[src/rtl/uart_core_if.sv]
// uart_core_if: TX request / RX delivery bundle plus serial lines.
// master drives requests and rx line; slave is the UART core.
interface uart_core_if #(
  parameter int DATA_BITS = 8
);
  logic                 tx_start;
  logic [DATA_BITS-1:0] tx_data_in;
  logic                 tx_busy;
  logic                 uart_tx_out;
  logic                 uart_rx_in;
  logic [DATA_BITS-1:0] rx_data_out;
  logic                 rx_data_valid;
  logic                 rx_parity_err;
  logic                 rx_frame_err;

  modport master (
    output tx_start, tx_data_in, uart_rx_in,
    input  tx_busy, uart_tx_out, rx_data_out,
    input  rx_data_valid, rx_parity_err, rx_frame_err
  );

  modport slave (
    input  tx_start, tx_data_in, uart_rx_in,
    output tx_busy, uart_tx_out, rx_data_out,
    output rx_data_valid, rx_parity_err, rx_frame_err
  );
endinterface

[src/rtl/uart_core.sv]
// uart_core: independent UART TX and oversampled RX, fixed frame format.
// Optional UART_CORE_LOOPBACK_EN adds a loopback port (TX fed into RX).
module uart_core #(
  parameter int CLK_HZ     = 50000000,
  parameter int BAUD       = 115200,
  parameter int OVERSAMPLE = 16,
  parameter int DATA_BITS  = 8,
  parameter int PARITY     = 0,
  parameter int STOP_BITS  = 1
) (
  input  logic      clk,
  input  logic      rst,
`ifdef UART_CORE_LOOPBACK_EN
  input  logic      loopback,
`endif
  uart_core_if.slave bus
);

  localparam int OSB    = BAUD * OVERSAMPLE;
  localparam int DIV    = (CLK_HZ + OSB / 2) / OSB;
  localparam int BIT_CK = DIV * OVERSAMPLE;
  localparam int PAR_N  = (PARITY != 0) ? 1 : 0;
  localparam int FRAME  = 1 + DATA_BITS + PAR_N + STOP_BITS;
  localparam int BCW    = $clog2(BIT_CK + 1);
  localparam int FCW    = $clog2(FRAME + 1);
  localparam int DCW    = $clog2(DIV + 1);
  localparam int TCW    = $clog2(OVERSAMPLE + 1);
  localparam int NBW    = $clog2(DATA_BITS + 1);

  // ---------------- TX ----------------
  logic [FRAME-1:0] tx_frame;
  logic [FRAME-1:0] tx_shift_q, tx_shift_d;
  logic [BCW-1:0]   tx_cnt_q, tx_cnt_d;
  logic [FCW-1:0]   tx_bit_q, tx_bit_d;
  logic             tx_busy_q, tx_busy_d;
  logic             rx_src;

  always_comb begin
    tx_frame = '1;
    tx_frame[0] = 1'b0;
    tx_frame[DATA_BITS:1] = bus.tx_data_in;
    if (PARITY == 1) tx_frame[DATA_BITS+1] = ^bus.tx_data_in;
    else if (PARITY == 2) tx_frame[DATA_BITS+1] = ~^bus.tx_data_in;
  end

  // Line is always shift[0]; the register refills with ones as it drains.
  always_comb begin
    tx_shift_d = tx_shift_q;
    tx_cnt_d   = tx_cnt_q;
    tx_bit_d   = tx_bit_q;
    tx_busy_d  = tx_busy_q;
    if (!tx_busy_q) begin
      if (bus.tx_start) begin
        tx_shift_d = tx_frame;
        tx_cnt_d   = '0;
        tx_bit_d   = '0;
        tx_busy_d  = 1'b1;
      end
    end else if (tx_cnt_q == BCW'(BIT_CK - 1)) begin
      tx_cnt_d   = '0;
      tx_shift_d = {1'b1, tx_shift_q[FRAME-1:1]};
      if (tx_bit_q == FCW'(FRAME - 1)) tx_busy_d = 1'b0;
      else tx_bit_d = tx_bit_q + 1'b1;
    end else begin
      tx_cnt_d = tx_cnt_q + 1'b1;
    end
  end

  always_ff @(posedge clk) begin
    if (rst) begin
      tx_shift_q <= '1;
      tx_cnt_q   <= '0;
      tx_bit_q   <= '0;
      tx_busy_q  <= 1'b0;
    end else begin
      tx_shift_q <= tx_shift_d;
      tx_cnt_q   <= tx_cnt_d;
      tx_bit_q   <= tx_bit_d;
      tx_busy_q  <= tx_busy_d;
    end
  end

  assign bus.tx_busy = tx_busy_q;

`ifdef UART_CORE_LOOPBACK_EN
  assign bus.uart_tx_out = loopback | tx_shift_q[0];
  assign rx_src = loopback ? tx_shift_q[0] : bus.uart_rx_in;
`else
  assign bus.uart_tx_out = tx_shift_q[0];
  assign rx_src = bus.uart_rx_in;
`endif

  // ---------------- RX ----------------
  typedef enum logic [2:0] {
    RX_IDLE, RX_START, RX_DATA, RX_PAR, RX_STOP
  } rx_state_e;

  rx_state_e            rx_state_q, rx_state_d;
  logic                 rx_meta_q, rx_sync_q, rx_prev_q;
  logic [DCW-1:0]       rx_div_q, rx_div_d;
  logic [TCW-1:0]       rx_tck_q, rx_tck_d;
  logic [NBW-1:0]       rx_bit_q, rx_bit_d;
  logic [DATA_BITS-1:0] rx_shift_q, rx_shift_d;
  logic                 rx_par_q, rx_par_d;
  logic [DATA_BITS-1:0] rx_dout_q, rx_dout_d;
  logic                 rx_vld_q, rx_vld_d;
  logic                 rx_perr_q, rx_perr_d;
  logic                 rx_ferr_q, rx_ferr_d;
  logic                 rx_fall, rx_tick, rx_samp, rx_exp_par;
  logic [TCW-1:0]       rx_lim;

  assign rx_fall = rx_prev_q & ~rx_sync_q;
  assign rx_tick = (rx_div_q == DCW'(DIV - 1));
  assign rx_lim  = (rx_state_q == RX_START) ?
                   TCW'(OVERSAMPLE / 2 - 1) : TCW'(OVERSAMPLE - 1);
  assign rx_samp = rx_tick & (rx_tck_q == rx_lim);
  assign rx_exp_par = (PARITY == 2) ? ~^rx_shift_q : ^rx_shift_q;

  always_ff @(posedge clk) begin
    if (rst) rx_state_q <= RX_IDLE;
    else rx_state_q <= rx_state_d;
  end

  always_comb begin
    rx_state_d = rx_state_q;
    unique case (rx_state_q)
      RX_IDLE:  if (rx_fall) rx_state_d = RX_START;
      RX_START: if (rx_samp) rx_state_d = rx_sync_q ? RX_IDLE : RX_DATA;
      RX_DATA:
        if (rx_samp && rx_bit_q == NBW'(DATA_BITS - 1))
          rx_state_d = (PARITY != 0) ? RX_PAR : RX_STOP;
      RX_PAR:   if (rx_samp) rx_state_d = RX_STOP;
      RX_STOP:  if (rx_samp) rx_state_d = RX_IDLE;
      default:  rx_state_d = RX_IDLE;
    endcase
  end

  always_comb begin
    rx_div_d   = '0;
    rx_tck_d   = '0;
    rx_bit_d   = rx_bit_q;
    rx_shift_d = rx_shift_q;
    rx_par_d   = rx_par_q;
    rx_dout_d  = rx_dout_q;
    rx_vld_d   = 1'b0;
    rx_perr_d  = 1'b0;
    rx_ferr_d  = 1'b0;
    if (rx_state_q == RX_IDLE) begin
      rx_bit_d = '0;
    end else begin
      rx_div_d = rx_tick ? '0 : rx_div_q + 1'b1;
      rx_tck_d = rx_samp ? '0 : (rx_tick ? rx_tck_q + 1'b1 : rx_tck_q);
    end
    if (rx_samp) begin
      unique case (rx_state_q)
        RX_DATA: begin
          rx_shift_d = {rx_sync_q, rx_shift_q[DATA_BITS-1:1]};
          rx_bit_d   = rx_bit_q + 1'b1;
        end
        RX_PAR: rx_par_d = rx_sync_q;
        RX_STOP: begin
          rx_dout_d = rx_shift_q;
          rx_vld_d  = 1'b1;
          rx_ferr_d = ~rx_sync_q;
          rx_perr_d = (PARITY != 0) && (rx_par_q != rx_exp_par);
        end
        default: ;
      endcase
    end
  end

  always_ff @(posedge clk) begin
    if (rst) begin
      rx_meta_q  <= 1'b1;
      rx_sync_q  <= 1'b1;
      rx_prev_q  <= 1'b1;
      rx_div_q   <= '0;
      rx_tck_q   <= '0;
      rx_bit_q   <= '0;
      rx_shift_q <= '0;
      rx_par_q   <= 1'b0;
      rx_dout_q  <= '0;
      rx_vld_q   <= 1'b0;
      rx_perr_q  <= 1'b0;
      rx_ferr_q  <= 1'b0;
    end else begin
      rx_meta_q  <= rx_src;
      rx_sync_q  <= rx_meta_q;
      rx_prev_q  <= rx_sync_q;
      rx_div_q   <= rx_div_d;
      rx_tck_q   <= rx_tck_d;
      rx_bit_q   <= rx_bit_d;
      rx_shift_q <= rx_shift_d;
      rx_par_q   <= rx_par_d;
      rx_dout_q  <= rx_dout_d;
      rx_vld_q   <= rx_vld_d;
      rx_perr_q  <= rx_perr_d;
      rx_ferr_q  <= rx_ferr_d;
    end
  end

  assign bus.rx_data_out   = rx_dout_q;
  assign bus.rx_data_valid = rx_vld_q;
  assign bus.rx_parity_err = rx_perr_q;
  assign bus.rx_frame_err  = rx_ferr_q;

endmodule

[src/flat_wrapper.sv]
// flat-port wrapper written by rule: the top's interface ports become plain ports
module uart_core_flat 
#(
  parameter int CLK_HZ     = 50000000,
  parameter int BAUD       = 115200,
  parameter int OVERSAMPLE = 16,
  parameter int DATA_BITS  = 8,
  parameter int PARITY     = 0,
  parameter int STOP_BITS  = 1
)
  (clk, rst, bus_tx_start, bus_tx_data_in, bus_uart_rx_in, bus_tx_busy, bus_uart_tx_out, bus_rx_data_out, bus_rx_data_valid, bus_rx_parity_err, bus_rx_frame_err);
  uart_core_if #(.DATA_BITS(DATA_BITS)) bus_i ();
  input  logic clk;
  input  logic rst;
  input wire logic [$bits(bus_i.tx_start)-1:0] bus_tx_start;
  input wire logic [$bits(bus_i.tx_data_in)-1:0] bus_tx_data_in;
  input wire logic [$bits(bus_i.uart_rx_in)-1:0] bus_uart_rx_in;
  output wire logic [$bits(bus_i.tx_busy)-1:0] bus_tx_busy;
  output wire logic [$bits(bus_i.uart_tx_out)-1:0] bus_uart_tx_out;
  output wire logic [$bits(bus_i.rx_data_out)-1:0] bus_rx_data_out;
  output wire logic [$bits(bus_i.rx_data_valid)-1:0] bus_rx_data_valid;
  output wire logic [$bits(bus_i.rx_parity_err)-1:0] bus_rx_parity_err;
  output wire logic [$bits(bus_i.rx_frame_err)-1:0] bus_rx_frame_err;
  assign bus_i.tx_start = bus_tx_start;
  assign bus_i.tx_data_in = bus_tx_data_in;
  assign bus_i.uart_rx_in = bus_uart_rx_in;
  assign bus_tx_busy = bus_i.tx_busy;
  assign bus_uart_tx_out = bus_i.uart_tx_out;
  assign bus_rx_data_out = bus_i.rx_data_out;
  assign bus_rx_data_valid = bus_i.rx_data_valid;
  assign bus_rx_parity_err = bus_i.rx_parity_err;
  assign bus_rx_frame_err = bus_i.rx_frame_err;
  uart_core #(.CLK_HZ(CLK_HZ), .BAUD(BAUD), .OVERSAMPLE(OVERSAMPLE), .DATA_BITS(DATA_BITS), .PARITY(PARITY), .STOP_BITS(STOP_BITS)) u_core (.clk(clk), .rst(rst), .bus(bus_i));
endmodule
[config.mk]
export PLATFORM = sky130hd
export DESIGN_NAME = uart_core_flat
export DESIGN_NICKNAME = d
export VERILOG_FILES = /design/src/rtl/uart_core_if.sv /design/src/rtl/uart_core.sv /design/src/flat_wrapper.sv
export SDC_FILE = /design/constraint.sdc
export NUM_CORES = 1
export LEC_CHECK = 0
export BUFFER_PORTS_ARGS = -buffer_cell sky130_fd_sc_hd__buf_2
export CORE_MARGIN = 10
export CORE_UTILIZATION = 37
export CTS_BUF_LIST = sky130_fd_sc_hd__clkbuf_16
export CTS_CLUSTER_DIAMETER = 150
export CTS_CLUSTER_SIZE = 8
export DETAILED_ROUTE_END_ITERATION = 10
export GPL_ROUTABILITY_DRIVEN = 0
export PLACE_DENSITY = 0.57
export SYNTH_ARGS = -nofsm -noshare
export SYNTH_HDL_FRONTEND = slang
export SYNTH_SLANG_ARGS = --single-unit
export TNS_END_PERCENT = 20
[constraint.sdc]
create_clock -name clk -period 4.08 [get_ports clk]
set_input_delay 0.204 -clock clk [delete_from_list [all_inputs] [get_ports clk]]
set_output_delay 0.204 -clock clk [all_outputs]
set_load 0.005 [all_outputs]
* After elaboration in Yosys (flattened, before gate mapping)
Cells that the tools add are included.
** Cells by class
- $add $sub $neg :: 5
- $mul :: 0
- Div/mod/pow operators :: 0
- $lt $le $gt $ge :: 0
- Equal/unequal tests :: 16
- Shift operators :: 0
- Muxes and demuxes :: 26
- Bitwise gates (word level) :: 5
- Reductions and logical operators :: 12
** Operators with widths (number)
- $mux W4 :: 8
- $mux W10 :: 3
- $mux W9 :: 3
- $mux W3 :: 5
- $pmux W3 S5 :: 1
- $add A5 B1 Y5 const B :: 2
- $ne A2 B1 Y1 const B :: 5
- $add A9 B1 Y9 const B :: 1
- $eq A9 B9 Y1 const B :: 1
- $reduce_or A3 Y1 :: 3
- $add A4 B1 Y4 const B :: 2
- $eq A3 B2 Y1 const B :: 2
- $reduce_and A2 Y1 :: 3
- $eq A5 B5 Y1 :: 1
- $eq A5 B5 Y1 const B :: 1
- $mux W1 :: 5
- $reduce_and A5 Y1 :: 1
- $eq A4 B3 Y1 const B :: 1
- $eq A4 B4 Y1 const B :: 1
- $ne A2 B2 Y1 const B :: 2
- $eq A3 B1 Y1 const B :: 1
- $eq A3 B3 Y1 const B :: 1
- $logic_not A3 Y1 :: 1
- $not A1 Y1 :: 3
- 6 further kinds :: 7
** Storage, ports and cells
- Register bits after elaboration :: 62
- Latch bits :: 0
- Bits in writable memories :: 0
- ROM bits :: 0
- Output and inout port bits :: 13
- Word-level logic and storage cells :: 79
- Memories kept :: 0

* Logic depth before layout (Yosys ltp)
- Depth after elaboration :: 7
- Depth in mapped cells :: 8
- Mapped depth without buffers :: 6

* Least setup slack after synthesis
No wires, ideal clock.
- Path kind :: register to register
- Start point :: register u_core.rx_div_q[0]
- End point :: register u_core.rx_shift_q[0]
- Library setup time :: 128 ps
- Data arrival time :: 1488 ps
- Slack :: 2465 ps
- Cell stages (with the launch flop) :: 9
- Clock period less this slack :: 1615 ps
- Path through :: dfxtp_1 -> inv_1 -> ha_1 -> and4b_1 -> buf_4 -> nand4_2 -> buf_4 -> mux2i_1 -> nor2_1
** Between the ends
- Cells in the longest elaborated chain, start to end :: 3
** Ends and longest elaborated chain
- from (decl) :: RTL line uart_core.sv:100 : logic [DCW-1:0] rx_div_q, rx_div_d;
- from (signal assigned) :: RTL line uart_core.sv:190 : rx_div_q <= rx_div_d;
- $eq A5 B5 Y1 :: RTL line uart_core.sv:113 : assign rx_tick = (rx_div_q == DCW'(DIV - 1));
- $and A1 B1 Y1 :: RTL line uart_core.sv:116 : assign rx_samp = rx_tick & (rx_tck_q == rx_lim);
- $reduce_and A2 Y1 (no source line)
- to (signal assigned) :: RTL line uart_core.sv:193 : rx_shift_q <= rx_shift_d;
- to (decl) :: RTL line uart_core.sv:103 : logic [DATA_BITS-1:0] rx_shift_q, rx_shift_d;
No other way between the ends.
A chain may end at the register's enable or synchronous reset.

* Final worst setup path
- Start point :: register u_core.rx_div_q[0]
- End point :: register u_core.rx_bit_q[1]
** Between the ends
- Cells in the longest elaborated chain, start to end :: 3
** Ends and longest elaborated chain
- $eq A5 B5 Y1 :: RTL line uart_core.sv:113
- $and A1 B1 Y1 :: RTL line uart_core.sv:116
- $mux W4 :: RTL line uart_core.sv:154 : if (rx_samp) begin
- to (signal assigned) :: RTL line uart_core.sv:192 : rx_bit_q <= rx_bit_d;
- to (decl) :: RTL line uart_core.sv:102 : logic [NBW-1:0] rx_bit_q, rx_bit_d;
No other way between the ends.

==> flow_summary_export.csv <==
group,metric,value,unit
synth,ys_seq_elements,61,
timing,fin_crit_sh,48.9,%
timing,max_slew.worst_pin.slew,0.790,ns
worst_hold_path,timing.hold.worst.class,"in -> reg",
floorplanning,placementRows,31,
clock_tree,clk_pin_slew,0.05,ns
run,drv_cap,0,
cells_and_area,area_delta_synth_final,15.8,%
clock_tree,htree_num_levels,3,
setup_path,cp_data_arrival_time,2.24,ns
place,io_buffers,23,
place,dp.final_hpwl,3560,µm
drt,vias_per_cell,5.04,
clock_tree,post_cts_buffers,0,
synth,synthSimpleGateAreaFrac,24.4,%
drt,route.vias.total,2078,
floorplanning,die_x,106,µm
global_route,first_pass_grt_wire_length,9550,µm
synth,synth-main-ff-cell,"sky130_fd_sc_hd__dfxtp_1",
drt,firstDrtPassIters,4,
floorplanning,initial_utilization,37.7,%
global_route,pin_count_of_the_biggest_net_entering_global_routing,48,
clock_tree,cts_root_buf,"sky130_fd_sc_hd__clkbuf_16",
drt,route.antenna.remaining_nets,0,
global_route,number_of_antenna_violations_at_the_first_check_in_global_routing,0,
clock_tree,max-clock-path-buffers,2,
timing,finalHoldViolCount,0,
synth,syn_area,2720,µm²
clock_tree,clk-insertion-delay-late,0.31,ns
synth,synth.avg_cell_area,9.45,µm²
cells_and_area,final_cell_mix,"61 x sky130_fd_sc_hd__dfxtp_1, 34 x sky130_fd_sc_hd__nor2_1, 26 x sky130_fd_sc_hd__mux2i_1",
synth,synthesis.yosys.warnings,0,
timing,fin_worst_skew,0.00390,ns
synth,yosys-mux-area-fraction,9.56,%
timing,maxSlewViolCount,0,
clock_tree,cts_resized,0,
power,powerDensity,421,nW/µm²
cells_and_area,drive_above_1_share,16.3,%
timing,final.setup.tns,0,ns
timing,achievable-frequency,0.501,GHz
synth,synth-compound-area-share,10.8,%
clock_tree,cts_buffers,9,
power,p_leak,1.24,nW
synth,post_synth_fa_ha_maj_area_fraction,3.22,%
setup_path,critical_path_class,"reg -> reg",
floorplanning,io-pin-count,25,
timing,report.final.setup_viol,0,
setup_path,crit_path_cells,"inv_1 -> ha_1 -> and4b_1 -> nand4_2 -> or2_0 -> a21oi_1",
drt,wirelength,5290,µm
global_route,track_usage,10.0,%
timing,rsz0062_at_grt,"false",
floorplanning,die_outline_area,11200,µm²
global_route,first_global_vias,2072,
setup_path,end_kind,"flop",
drt,drc,0,
cells_and_area,finalNetCount,327,
power,power.total,1.33,mW
global_route,gr-total-overflow,0,
setup_path,peak_fanout_along_the_critical_path,16,
drt,routedWlPerCell,12.8,µm
synth,seq_area_frac_synth,44.9,%
cells_and_area,most_frequent_standard_cell_in_the_layout_excluding_fill_and_tap_cells,"sky130_fd_sc_hd__dfxtp_1",
setup_path,cp_data_required_time,4.33,ns
setup_path,worst_path_largest_cell_delay,0.49,ns
timing,period_minus_slack,2.00,ns
cells_and_area,nFillCells,758,
floorplanning,chipHeight,106,µm
clock_tree,cts_hold_buf,0,
place,post-place-ws,2.07,ns
status,outcome,"finished, final reports clean",
synth,synth_top_family_by_area,"simple AND/OR/NAND/NOR gates",
clock_tree,cts_tree,"done",
floorplanning,core_area,7210,µm²
timing,slew_headroom,47.3,%
synth,synth_cell_type_count,51,
synth,syn_nets,307,
synth,synth_enable_flop_cells,0,
clock_tree,tritoncts_num_sinks,61,
drt,drt_iter0_markers,163,
setup_path,cp_slowest_cell,"sky130_fd_sc_hd__nand4_2",
timing,fin_ws,2.08,ns
cells_and_area,antenna_cells,0,
setup_path,setup.worst_path.start_class,"flop",
synth,ys_async_sr_fraction,0,%
synth,synthesis.instances,288,
power,peak_supply_drop,238,µV
synth,synth_xor_xnor_area_share,2.57,%
[per-layer routing]
layer | GRT usage, % | vias to the layer above | wire length [µm]
met1 | 13.0 | 964 | 2770
met3 | 3.35 | 5 | 171
met2 | 15.1 | 24 | 2310
met5 | 0 | - | 0
met4 | 3.77 | 0 | 40
li1 | - | 1085 | -
[kinds of logic after synthesis]
logic type | after synthesis
compound gates | 42
xor+xnor | 8
fa+ha+maj | 7
buf+inv | 24
flops | 61
mux | 26
other cells | 1
simple gates | 119
[registers in the layout, summed over array words and instances (netlist names)]
| signal | flops |
|---|---|
| u_core.rx_shift_q | 8 |
| u_core.rx_sync_q | 1 |
| u_core.rx_div_q | 5 |
| u_core.rx_meta_q | 1 |
| u_core.bus.rx_data_out | 8 |
| u_core.tx_bit_q | 4 |
| u_core.bus.rx_data_valid | 1 |
| u_core.bus.tx_busy | 1 |
| u_core.rx_state_q | 3 |
| u_core.tx_shift_q | 9 |
| u_core.tx_cnt_q | 9 |
| u_core.rx_bit_q | 4 |
| u_core.rx_tck_q | 5 |
| u_core.bus.rx_frame_err | 1 |
| u_core.rx_prev_q | 1 |
[worst paths after layout]
check                                                    from                       endpoint  slack, ns  cells past startpoint
worst max-delay path            u_core.rx_div_q[0]$_SDFF_PP0_  u_core.rx_bit_q[1]$_SDFF_PP0_       2.08                      6
worst min-delay path                           bus_uart_rx_in    u_core.rx_meta_q$_SDFF_PP1_       0.07                      2
worst max register to register  u_core.rx_div_q[0]$_SDFF_PP0_  u_core.rx_bit_q[1]$_SDFF_PP0_       2.08                      6
worst min register to register    u_core.rx_meta_q$_SDFF_PP1_    u_core.rx_sync_q$_SDFF_PP1_       0.41                      1
[worst max-delay path, delay by kind of cell (launching register included)]
family          cells  cell delay, ns
flops               1            0.33
fa+ha+maj           1            0.15
simple gates        3            1.24
compound gates      1            0.13
buf+inv             1            0.06
[synthesized netlist by cell type, types with 2 or more instances]
library cell                number  area share [%]
sky130_fd_sc_hd__or3_1           2            0.46
sky130_fd_sc_hd__a21oi_1         9             1.7
sky130_fd_sc_hd__nand4_1         4            0.92
sky130_fd_sc_hd__and4b_1         2            0.74
sky130_fd_sc_hd__nor3b_1         2            0.55
sky130_fd_sc_hd__nand3_1        17             3.1
sky130_fd_sc_hd__buf_1           2            0.28
sky130_fd_sc_hd__or2_2           4            0.92
sky130_fd_sc_hd__nor2b_1         2            0.46
sky130_fd_sc_hd__and3_1          3            0.69
sky130_fd_sc_hd__o2111ai_1       3            0.97
sky130_fd_sc_hd__xor2_1          5             1.6
sky130_fd_sc_hd__dfxtp_1        61              45
sky130_fd_sc_hd__inv_1           8             1.1
sky130_fd_sc_hd__a211oi_1        3            0.83
sky130_fd_sc_hd__ha_1            7             3.2
sky130_fd_sc_hd__nand2_1        14             1.9
sky130_fd_sc_hd__nor3_1         13             2.4
sky130_fd_sc_hd__nand2b_1        3            0.69
sky130_fd_sc_hd__nand3b_1        3            0.83
sky130_fd_sc_hd__a41o_1          4             1.5
sky130_fd_sc_hd__clkbuf_1        6            0.83
sky130_fd_sc_hd__nand4b_1        4             1.3
sky130_fd_sc_hd__xnor2_1         3            0.97
sky130_fd_sc_hd__mux2i_1        26             9.6
sky130_fd_sc_hd__and4_1          2            0.64
sky130_fd_sc_hd__nand4_2         2            0.92
sky130_fd_sc_hd__a31oi_1        10             2.3
sky130_fd_sc_hd__o21ai_0         4            0.74
sky130_fd_sc_hd__buf_4           6             1.7
sky130_fd_sc_hd__nor2_1         34             4.7
[through the flow]
step	hold slack (ns)	std cells	utilization (%)	instance area, µm²
3_3_place_gp	0.388	396	40.0	2890
4_1_cts	0.0629	412	43.7	3150
6_report	0.0741	412	43.7	3150
5_1_grt	0.0715	412	43.7	3150
3_5_place_dp	0.394	396	40.0	2890
2_1_floorplan	0.308	288	-	2720
[power breakdown]
group | leakage, nW | switching [mW] | internal [mW]
Combinational | 0.623 | 0.0313 | 0.0209
Clock | 0.127 | 0.255 | 0.405
Sequential | 0.494 | 0.0101 | 0.606
[area by class of cell]
cell class / instances / area, µm² / area share (%)
Clock buffer: 9 / 225 / 7.15
Tap cell: 99 / 124 / 3.93
Sequential cell: 61 / 1220 / 38.7
Inverter: 8 / 30.0 / 0.953
Multi-Input combinational cell: 203 / 1380 / 43.8
Clock inverter: 7 / 41.3 / 1.31
Timing Repair Buffer: 25 / 130 / 4.13
(Power assumes the default switching activity.)
